[config.mk]
export PLATFORM = sky130hd
export DESIGN_NAME = fetch_entry_queue
export DESIGN_NICKNAME = d
export VERILOG_FILES = /design/src/rtl/riscv_pkg.sv /design/src/rtl/ariane_pkg.sv /design/src/rtl/fetch_entry_queue_instr_realigner.sv /design/src/rtl/fetch_entry_queue.sv
export SDC_FILE = /design/constraint.sdc
export NUM_CORES = 2
export LEC_CHECK = 0
export ABC_CLOCK_PERIOD_IN_PS = 4990
export CORE_UTILIZATION = 23
export DETAILED_ROUTE_END_ITERATION = 7
export PLACE_DENSITY = 0.41
export SLEW_MARGIN = 5
export SYNTH_ARGS = -nofsm -noshare
export SYNTH_HDL_FRONTEND = slang
export SYNTH_SLANG_ARGS = --single-unit
[constraint.sdc]
create_clock -name clk_i -period 4.99 [get_ports clk_i]
set_input_delay 0.998 -clock clk_i [delete_from_list [all_inputs] [get_ports clk_i]]
set_output_delay 0.998 -clock clk_i [all_outputs]
set_load 0.02 [all_outputs]
[src/rtl/riscv_pkg.sv]
// RISC-V architectural widths shared across the frontend.
package riscv;
  localparam int unsigned VLEN = 32;
  localparam int unsigned XLEN = 32;
endpackage

[src/rtl/ariane_pkg.sv]
// Core-wide frontend types: fetch entries handed to decode, plus queue sizing.
package ariane_pkg;
  localparam int unsigned FETCH_QUEUE_DEPTH = 4;

  typedef enum logic [2:0] {
    NoCF   = 3'd0,
    Branch = 3'd1,
    Jump   = 3'd2,
    JumpR  = 3'd3,
    Return = 3'd4
  } cf_t;

  typedef struct packed {
    cf_t                     cf;
    logic [riscv::VLEN-1:0]  predict_address;
  } branchpredict_sbe_t;

  typedef struct packed {
    logic [riscv::XLEN-1:0]  cause;
    logic [riscv::XLEN-1:0]  tval;
    logic                    valid;
  } exception_t;

  typedef struct packed {
    logic [riscv::VLEN-1:0]  address;
    logic [31:0]             instruction;
    branchpredict_sbe_t      branch_predict;
    exception_t              ex;
  } fetch_entry_t;

  // A 16-bit parcel is compressed unless its two LSBs are both set.
  function automatic logic is_compressed(input logic [1:0] lsb);
    return lsb != 2'b11;
  endfunction

  function automatic fetch_entry_t make_entry(input logic [riscv::VLEN-1:0] addr,
                                              input logic [31:0]            instr);
    fetch_entry_t e;
    e             = '0;
    e.address     = addr;
    e.instruction = instr;
    return e;
  endfunction
endpackage

[src/rtl/fetch_entry_queue_instr_realigner.sv]
// Combinational split of one fetch word into up to two in-order instructions,
// stitching in a 32-bit instruction whose lower half arrived with the previous word.
module instr_realigner
  import ariane_pkg::*;
(
  input  logic [31:0]             data_i,
  input  logic [riscv::VLEN-1:0]  addr_i,
  input  logic                    ex_valid_i,
  input  logic [riscv::XLEN-1:0]  ex_cause_i,
  input  logic                    pend_valid_i,
  input  logic [15:0]             pend_half_i,
  input  logic [riscv::VLEN-1:0]  pend_addr_i,
  output fetch_entry_t            entry0_c,
  output logic                    valid0_c,
  output fetch_entry_t            entry1_c,
  output logic                    valid1_c,
  output logic                    pend_valid_c,
  output logic [15:0]             pend_half_c,
  output logic [riscv::VLEN-1:0]  pend_addr_c
);

  logic                   do_upper;
  logic [riscv::VLEN-1:0] up_addr;
  logic [15:0]            upper;
  logic [15:0]            lower;

  assign upper = data_i[31:16];
  assign lower = data_i[15:0];

  always_comb begin
    entry0_c     = '0;
    valid0_c     = 1'b0;
    entry1_c     = '0;
    valid1_c     = 1'b0;
    pend_valid_c = 1'b0;
    pend_half_c  = '0;
    pend_addr_c  = '0;
    do_upper     = 1'b0;
    up_addr      = addr_i + riscv::VLEN'(2);

    if (ex_valid_i) begin
      // A faulting word collapses to a single entry that also absorbs any pending half.
      entry0_c          = make_entry(pend_valid_i ? pend_addr_i : addr_i, 32'h0);
      entry0_c.ex.valid = 1'b1;
      entry0_c.ex.cause = ex_cause_i;
      entry0_c.ex.tval  = riscv::XLEN'(addr_i);
      valid0_c          = 1'b1;
    end else begin
      if (pend_valid_i && (addr_i == pend_addr_i + riscv::VLEN'(2))) begin
        entry0_c = make_entry(pend_addr_i, {lower, pend_half_i});
        valid0_c = 1'b1;
        do_upper = 1'b1;
      end else if (!addr_i[1]) begin
        valid0_c = 1'b1;
        if (is_compressed(lower[1:0])) begin
          entry0_c = make_entry(addr_i, {16'h0, lower});
          do_upper = 1'b1;
        end else begin
          entry0_c = make_entry(addr_i, data_i);
        end
      end else begin
        do_upper = 1'b1;
        up_addr  = addr_i;
      end

      // Upper parcel either completes as compressed or starts a straddling instruction.
      if (do_upper) begin
        if (is_compressed(upper[1:0])) begin
          if (valid0_c) begin
            entry1_c = make_entry(up_addr, {16'h0, upper});
            valid1_c = 1'b1;
          end else begin
            entry0_c = make_entry(up_addr, {16'h0, upper});
            valid0_c = 1'b1;
          end
        end else begin
          pend_valid_c = 1'b1;
          pend_half_c  = upper;
          pend_addr_c  = up_addr;
        end
      end
    end
  end

endmodule

[src/rtl/fetch_entry_queue.sv]
// Realigns fetch words into instructions and queues them for decode.
// Define FETCH_QUEUE_BYPASS_EN to forward the first entry combinationally into an empty queue.
module fetch_entry_queue
  import ariane_pkg::*;
#(
  parameter int unsigned DEPTH = FETCH_QUEUE_DEPTH
) (
  input  logic                    clk_i,
  input  logic                    rst_ni,
  input  logic                    flush_i,
  input  logic                    fetch_valid_i,
  output logic                    fetch_ready_o,
  input  logic [riscv::VLEN-1:0]  fetch_addr_i,
  input  logic [31:0]             fetch_data_i,
  input  logic                    fetch_ex_valid_i,
  input  logic [riscv::XLEN-1:0]  fetch_ex_cause_i,
  output fetch_entry_t            fetch_entry_o,
  output logic                    fetch_entry_valid_o,
  input  logic                    fetch_entry_ready_i
);

  localparam int unsigned PW = $clog2(DEPTH);
  localparam int unsigned CW = PW + 1;

  fetch_entry_t           mem_q [DEPTH];
  fetch_entry_t           mem_d [DEPTH];
  logic [PW-1:0]          wr_ptr_q, wr_ptr_d, rd_ptr_q, rd_ptr_d;
  logic [CW-1:0]          count_q, count_d;
  logic                   pend_valid_q, pend_valid_d;
  logic [15:0]            pend_half_q, pend_half_d;
  logic [riscv::VLEN-1:0] pend_addr_q, pend_addr_d;
  logic                   init_q;

  fetch_entry_t           re_entry0, re_entry1;
  logic                   re_valid0, re_valid1;
  logic                   re_pend_valid;
  logic [15:0]            re_pend_half;
  logic [riscv::VLEN-1:0] re_pend_addr;

  logic                   accept, pop, byp;
  fetch_entry_t           push_a, push_b;
  logic                   push_a_v, push_b_v;
  logic [1:0]             n_push;

  instr_realigner u_realigner (
    .data_i       (fetch_data_i),
    .addr_i       (fetch_addr_i),
    .ex_valid_i   (fetch_ex_valid_i),
    .ex_cause_i   (fetch_ex_cause_i),
    .pend_valid_i (pend_valid_q),
    .pend_half_i  (pend_half_q),
    .pend_addr_i  (pend_addr_q),
    .entry0_c     (re_entry0),
    .valid0_c     (re_valid0),
    .entry1_c     (re_entry1),
    .valid1_c     (re_valid1),
    .pend_valid_c (re_pend_valid),
    .pend_half_c  (re_pend_half),
    .pend_addr_c  (re_pend_addr)
  );

  // Room for a worst-case pair is judged on the registered count only.
  assign fetch_ready_o = init_q && !flush_i && ((CW'(DEPTH) - count_q) >= CW'(2));
  assign accept        = fetch_valid_i && fetch_ready_o;
  assign pop           = (count_q != '0) && fetch_entry_ready_i;

`ifdef FETCH_QUEUE_BYPASS_EN
  assign byp = (count_q == '0) && accept && re_valid0;
`else
  assign byp = 1'b0;
`endif

  assign fetch_entry_valid_o = (count_q != '0) || byp;
  assign fetch_entry_o       = byp ? re_entry0 : mem_q[rd_ptr_q];

  // Select what gets written; a consumed bypass entry is skipped.
  always_comb begin
    push_a   = re_entry0;
    push_a_v = accept && re_valid0;
    push_b   = re_entry1;
    push_b_v = accept && re_valid1;
    if (byp && fetch_entry_ready_i) begin
      push_a   = re_entry1;
      push_a_v = accept && re_valid1;
      push_b_v = 1'b0;
    end
    n_push = {1'b0, push_a_v} + {1'b0, push_b_v};
  end

  always_comb begin
    mem_d        = mem_q;
    wr_ptr_d     = wr_ptr_q;
    rd_ptr_d     = rd_ptr_q;
    count_d      = count_q;
    pend_valid_d = pend_valid_q;
    pend_half_d  = pend_half_q;
    pend_addr_d  = pend_addr_q;

    if (flush_i) begin
      wr_ptr_d     = '0;
      rd_ptr_d     = '0;
      count_d      = '0;
      pend_valid_d = 1'b0;
      pend_half_d  = '0;
      pend_addr_d  = '0;
    end else begin
      if (push_a_v) mem_d[wr_ptr_q] = push_a;
      if (push_b_v) mem_d[wr_ptr_q + PW'(1)] = push_b;
      wr_ptr_d = wr_ptr_q + PW'(n_push);
      rd_ptr_d = rd_ptr_q + PW'(pop);
      count_d  = count_q + CW'(n_push) - CW'(pop);
      if (accept) begin
        pend_valid_d = re_pend_valid;
        pend_half_d  = re_pend_half;
        pend_addr_d  = re_pend_addr;
      end
    end
  end

  always_ff @(posedge clk_i or negedge rst_ni) begin
    if (!rst_ni) begin
      for (int unsigned i = 0; i < DEPTH; i++) mem_q[i] <= '0;
      wr_ptr_q     <= '0;
      rd_ptr_q     <= '0;
      count_q      <= '0;
      pend_valid_q <= 1'b0;
      pend_half_q  <= '0;
      pend_addr_q  <= '0;
      init_q       <= 1'b0;
    end else begin
      mem_q        <= mem_d;
      wr_ptr_q     <= wr_ptr_d;
      rd_ptr_q     <= rd_ptr_d;
      count_q      <= count_d;
      pend_valid_q <= pend_valid_d;
      pend_half_q  <= pend_half_d;
      pend_addr_q  <= pend_addr_d;
      init_q       <= 1'b1;
    end
  end

endmodule

**After elaboration in Yosys (flattened, before gate mapping)**

Index checks and enable logic that the tools add are counted.
Widths: inputs -> output; s select.

- Word-level logic and storage cells: 126
- Input port bits: 102
- Flip-flop bits (word level): 713
- Output and inout port bits: 166

- Order comparisons: 6
- Equality and inequality tests: 3
- Reduce and logical (&&, ||, !) cells: 12
- Mux-type cells: 58
- Bitwise logic cells: 3
- $add $sub $neg: 9

Operators with widths:

| kind | number |
|---|---|
| $mux 164 | 14 |
| $mux 656 | 3 |
| $bwmux 656 | 2 |
| $demux 164 s2 | 2 |
| $bmux 164 s2 | 1 |
| $mux 32 | 8 |
| $mux 132 | 1 |
| $mux 16 | 5 |
| $add 32x2->32 const B | 2 |
| $eq 32x32->1 | 1 |
| $mux 1 | 19 |
| $ge 3x3->1 const B | 3 |
| $logic_and 1x1->1 | 9 |
| $not 2->3 | 3 |
| $lt 3x1->1 const B | 2 |
| $mux 2 | 2 |
| $ne 2x2->1 const B | 2 |
| $add 3x2->3 | 1 |
| $ge 3x2->1 const B | 1 |
| $mux 3 | 1 |
| $reduce_bool 3->1 | 1 |
| $sub 3x1->3 | 1 |
| $sub 3x3->3 const A | 1 |
| $add 1x1->2 | 1 |
| 5 further kinds | 5 |

**Longest topological paths before layout**

- Depth after elaboration: 14
- Gate-level depth with buffers: 21
- Gate-level depth less buffers: 18

**By module**

From an unflattened synthesis, not the netlist that was laid out.

- Cells, all modules: 3663
- Area total of the unflattened synthesis: 41546.1 um^2

Modules (own cells, without submodules):

| module | area each (um^2) | instances | cells each | sequential area each (um^2) |
|---|---|---|---|---|
| fetch_entry_queue | 36203.5 | 1 | 2828 | 17842.1 |
| instr_realigner | 5342.6 | 1 | 835 | 0.0 |

**Worst setup path before layout**

OpenSTA, ideal clock, no wires.

- Kind: input port to flip-flop
- Start point: input fetch_addr_i[25] (netlist name)
- End point: register count_q[2]
- Stages: 19
- Arrival time: 4406 ps
- Buffers on the path: 3
- Setup slack: 452 ps
- Cells stage by stage: buf_1 > xnor2_1 > or3_1 > a211oi_1 > o2111a_1 > and4b_2 > nand2_4 > buf_4 > buf_1 > a21oi_1 > ha_1 > inv_1 > ha_1 > inv_1 > ha_1 > inv_1 > fa_1 > xnor2_1 > nor2_1

- Longest elaborated chain between the ends: 13
- Elaborated cells between the ends (all ways): 19
- Those cells by class: add/sub: 3; eq/ne: 1; mux: 12; reduce/logical: 3

RTL lines:

| item | RTL line | source |
|---|---|---|
| start: declaration | fetch_entry_queue.sv:13 | `input logic [riscv::VLEN-1:0] fetch_addr_i,` |
| $eq 32x32->1 * | fetch_entry_queue_instr_realigner.sv:49 | `if (pend_valid_i && (addr_i == pend_addr_i + riscv::VLEN'(2))) begin` |
| $logic_and 1x1->1 * | fetch_entry_queue_instr_realigner.sv:49 |  |
| $mux 1 | fetch_entry_queue_instr_realigner.sv:49 |  |
| $mux 1 | fetch_entry_queue_instr_realigner.sv:41 | `if (ex_valid_i) begin` |
| $mux 1 | fetch_entry_queue_instr_realigner.sv:69 | `if (valid0_c) begin` |
| $mux 1 | fetch_entry_queue_instr_realigner.sv:68 | `if (is_compressed(upper[1:0])) begin` |
| $mux 1 | fetch_entry_queue_instr_realigner.sv:67 | `if (do_upper) begin` |
| $mux 1 | fetch_entry_queue_instr_realigner.sv:41 |  |
| $logic_and 1x1->1 | n/a |  |
| $add 1x1->2 * | fetch_entry_queue.sv:87 | `n_push = {1'b0, push_a_v} + {1'b0, push_b_v};` |
| $add 3x2->3 * | fetch_entry_queue.sv:111 | `count_d = count_q + CW'(n_push) - CW'(pop);` |
| $sub 3x1->3 * | fetch_entry_queue.sv:111 |  |
| $mux 3 * | fetch_entry_queue.sv:99 | `if (flush_i) begin` |
| net count_d[2] | fetch_entry_queue.sv:28 | `logic [CW-1:0] count_q, count_d;` |
| end signal: assignment | fetch_entry_queue.sv:134 | `count_q <= count_d;` |
| end: declaration | fetch_entry_queue.sv:28 |  |

Mark *: on every way through the listed nets, which the timed path passes. The rest lies on a longest branch. The select of a mux whose other input is x is not followed.
A chain may end at the register's enable or synchronous reset.

**Final worst setup path**

- Start point: register pend_addr_q[3] (netlist name)
- End point: register count_q[2]

- Longest elaborated chain between the ends: 14
- Elaborated cells between the ends (all ways): 20
- Those cells by class: add/sub: 4; eq/ne: 1; mux: 12; reduce/logical: 3

RTL lines:

| item | RTL line | source |
|---|---|---|
| start: declaration | fetch_entry_queue.sv:31 | `logic [riscv::VLEN-1:0] pend_addr_q, pend_addr_d;` |
| start signal: assignment | fetch_entry_queue.sv:137 | `pend_addr_q <= pend_addr_d;` |
| $add 32x2->32 * | fetch_entry_queue_instr_realigner.sv:49 |  |
| $eq 32x32->1 * | fetch_entry_queue_instr_realigner.sv:49 |  |
| $logic_and 1x1->1 * | fetch_entry_queue_instr_realigner.sv:49 |  |
| $mux 1 | fetch_entry_queue_instr_realigner.sv:49 |  |
| $mux 1 | fetch_entry_queue_instr_realigner.sv:41 |  |
| $mux 1 | fetch_entry_queue_instr_realigner.sv:69 |  |
| $mux 1 | fetch_entry_queue_instr_realigner.sv:68 |  |
| $mux 1 | fetch_entry_queue_instr_realigner.sv:67 |  |
| $mux 1 | fetch_entry_queue_instr_realigner.sv:41 |  |
| $logic_and 1x1->1 | n/a |  |
| $add 1x1->2 * | fetch_entry_queue.sv:87 |  |
| $add 3x2->3 * | fetch_entry_queue.sv:111 |  |
| $sub 3x1->3 * | fetch_entry_queue.sv:111 |  |
| $mux 3 * | fetch_entry_queue.sv:99 |  |
| net count_d[2] | fetch_entry_queue.sv:28 |  |

Marks and branches as above.

==> results_dict.tcl <==
set metrics [dict create \
    dp.cells 5117 \
    use_met1 0.255 \
    max-slew-margin-rel 0.273 \
    path_clk_slew_ns 0.06 \
    cap_violations 0 \
    drc 0 \
    worst_pin_slew_ns 1.09 \
    hold_class "in2async" \
    layout_common_cells "dfrtp_1 (710), clkdlybuf4s50_1 (265), a32o_1 (183), nor3_1 (173), mux4_2 (164)" \
    place_area_um2 41300 \
    h-tree-depth 3 \
    syn_area_um2 35200 \
    cts.repair.resized 0 \
    finalCritPeriodShare 0.898 \
    wl_per_cell_um 26.4 \
    cts_buffers 91 \
    slew_violations 0 \
    clock_sinks 712 \
    drt_wl_total_mm 140 \
    clock-skew-final_ns 0.0531 \
    fin_crit_ns 4.48 \
    clkLatencyLatePin_ns 0.72 \
    die_h_um 393 \
    hold_buffers 0 \
    vdd_drop_max_mv 0.266 \
    track_usage 0.180 \
    grt_pass1_vias 28200 \
    initial_core_util 0.232 \
    synthesis.instances 2945 \
    stdcell_count 5286 \
    synthArstFlopShare 1.00 \
    rsz0062_at_grt "false" \
    synth_edf_count 0 \
    vias 27500 \
    dieArea_um2 155000 \
    post_cts.repair.setup_buffers 0 \
    drt_pass1_iterations 5 \
    antenna_found_initial 11 \
    grt_busiest_layer "met2" \
    cellLeakagePower_nw 18.7 \
    worstPathRequired_ns 5.57 \
    fmax_mhz 223 \
    final_common_cell "dfrtp_1" \
    crit_path_end_kind "register" \
    io_buffer_count 267 \
    seq_area_frac_synth 0.506 \
    viasPerCell 5.20 \
    drt.antenna.violating_nets 0 \
    grt_overflow 0 \
    ys_seq_elements 712 \
    ys_types 87 \
    fin_util 0.293 \
    grt_first_pass_wirelength_mm 206 \
    met2_usage 0.278 \
    drive_gt1_frac 0.216 \
    powerDensity_nw_per_um2 469 \
    rows 143 \
    yosysWarnings 0 \
    finalHoldViolations 0 \
    grt_start_max_net_pins 105 \
    met3_usage 0.0375 \
    cts.path.max_buffers 3 \
    die-width_um 393 \
    core_area_um2 152000 \
    crit_type "reg2reg" \
    syn_to_final_growth_pct 26.6 \
    final_area_um2 44500 \
    nets 3295 \
    total_power_mw 20.9 \
    drtIter0Drc 2151 \
    worst_hold_slack_ns 0.353 \
    post-dp-hpwl_mm 88.2 \
    worst_ep_arrival_time_ns 5.06 \
    cts_tree "yes" \
    place.gp.congestion 0.836 \
    setup_viol_count_final 0 \
    synth_top_flop_cell "dfrtp_1" \
    io_pins 268 \
    synth_area_per_cell_um2 11.9 \
    outcome "finished clean" \
    start_kind "register" \
    clockRootBuffer "clkbuf_16" \
    path_max_fanout 11 \
    syn_nets 3060 \
]
-- layout make-up --
cell class | count | area (um^2)
tap | 2030 | 2540
clock inverter | 40 | 551
multi-input combinational | 1862 | 15900
sequential | 712 | 17800
inverter | 35 | 131
clock buffer | 127 | 2630
timing repair buffer | 478 | 4930
fill | 15500 | 107000
antenna | 2 | 5.00
-- power breakdown --
part | leakage (nW) | internal [mW] | switching, mW | total, mW
Sequential | 9.60 | 6.77 | 0.633 | 7.40
Clock | 1.57 | 4.22 | 2.81 | 7.03
Combinational | 7.58 | 3.14 | 3.33 | 6.47
Total | 18.7 | 14.1 | 6.77 | 20.9
-- metrics by stage --
| stage | setup TNS (ns) | setup slack [ns] |
|---|---|---|
| 2_1_floorplan | 0 | 0.452 |
| 3_5_place_dp | -0.143 | -0.0901 |
| 6_report | 0 | 0.510 |
| 4_1_cts | 0 | 0.487 |
| 3_3_place_gp | -0.115 | -0.112 |
| 5_1_grt | 0 | 0.243 |
-- cells in the mapped netlist, types with 19 or more instances --
master,count,share of area
buf_1,43,0.0046
nor3_1,174,0.025
o21ai_0,91,0.013
clkbuf_1,188,0.020
inv_1,35,0.0037
o211ai_1,21,0.0045
nand2_1,131,0.014
xnor2_1,34,0.0085
a22oi_1,24,0.0051
o221a_2,52,0.017
o2bb2ai_1,70,0.017
nand4b_1,23,0.0057
a32o_1,183,0.052
xor2_1,19,0.0047
mux4_2,164,0.10
nor2_1,121,0.013
a221oi_1,39,0.0097
a211oi_2,33,0.012
a22o_1,70,0.017
a21oi_1,26,0.0037
buf_2,87,0.012
nand3_1,120,0.017
dfrtp_1,712,0.51
mux2i_1,22,0.0063
a211oi_1,33,0.0070
and3_1,157,0.028
-- per-layer routing --
layer | vias up | wire [um]
met5 | - | 91
li1 | 12000 | -
met1 | 14500 | 64900
met3 | 188 | 8120
met4 | 14 | 3420
met2 | 778 | 63100
-- critical path, stage by stage (launching register included) --
cell and delay, ns:
dfrtp_1 0.61, and4_4 0.34, and3_1 0.44, nand3_1 0.20
mux2i_1 0.16, a21oi_1 0.36, and4b_2 0.35, o2bb2ai_2 0.15
and3_1 0.18, ha_1 0.30, inv_1 0.05, ha_1 0.29
inv_1 0.07, ha_1 0.14, inv_1 0.06, fa_1 0.43
xnor2_1 0.16, nor2_1 0.05
-- cell families (layout without fill, tap and decap cells) --
group,count (synthesis),count (layout),share of synthesized area
flops,712,712,0.506
simple gates,858,858,0.133
xor+xnor,53,53,0.0132
mux,186,186,0.111
buf+inv,371,680,0.0454
fa+ha+maj,13,13,0.00484
other cells,1,3,0.000107
compound gates,751,751,0.186
-- final timing paths --
| check | start | to | slack (ns) | cells after the start |
|---|---|---|---|---|
| max reg2reg | pend_addr_q[3]$_DFFE_PN0P_ | count_q[2]$_DFF_PN0_ | 0.51 | 17 |
| max in group asynchronous | rst_ni | mem_q[180]$_DFFE_PN0N_ | 3.49 | 2 |
| max | pend_addr_q[3]$_DFFE_PN0P_ | count_q[2]$_DFF_PN0_ | 0.51 | 17 |
| min in group clk_i | mem_q[283]$_DFFE_PN0N_ | mem_q[283]$_DFFE_PN0N_ | 0.48 | 1 |
| min | rst_ni | mem_q[426]$_DFFE_PN0N_ | 0.35 | 1 |
| min reg2reg | mem_q[283]$_DFFE_PN0N_ | mem_q[283]$_DFFE_PN0N_ | 0.48 | 1 |
-- state kept, by name, summed over array words and instances, names as in the netlist --
register and flops:
rd_ptr_q 2, mem_q 656, pend_half_q 15, pend_addr_q 32, wr_ptr_q 2, pend_valid_q 1, init_q 1, count_q 3
(Power assumes the default switching activity.)
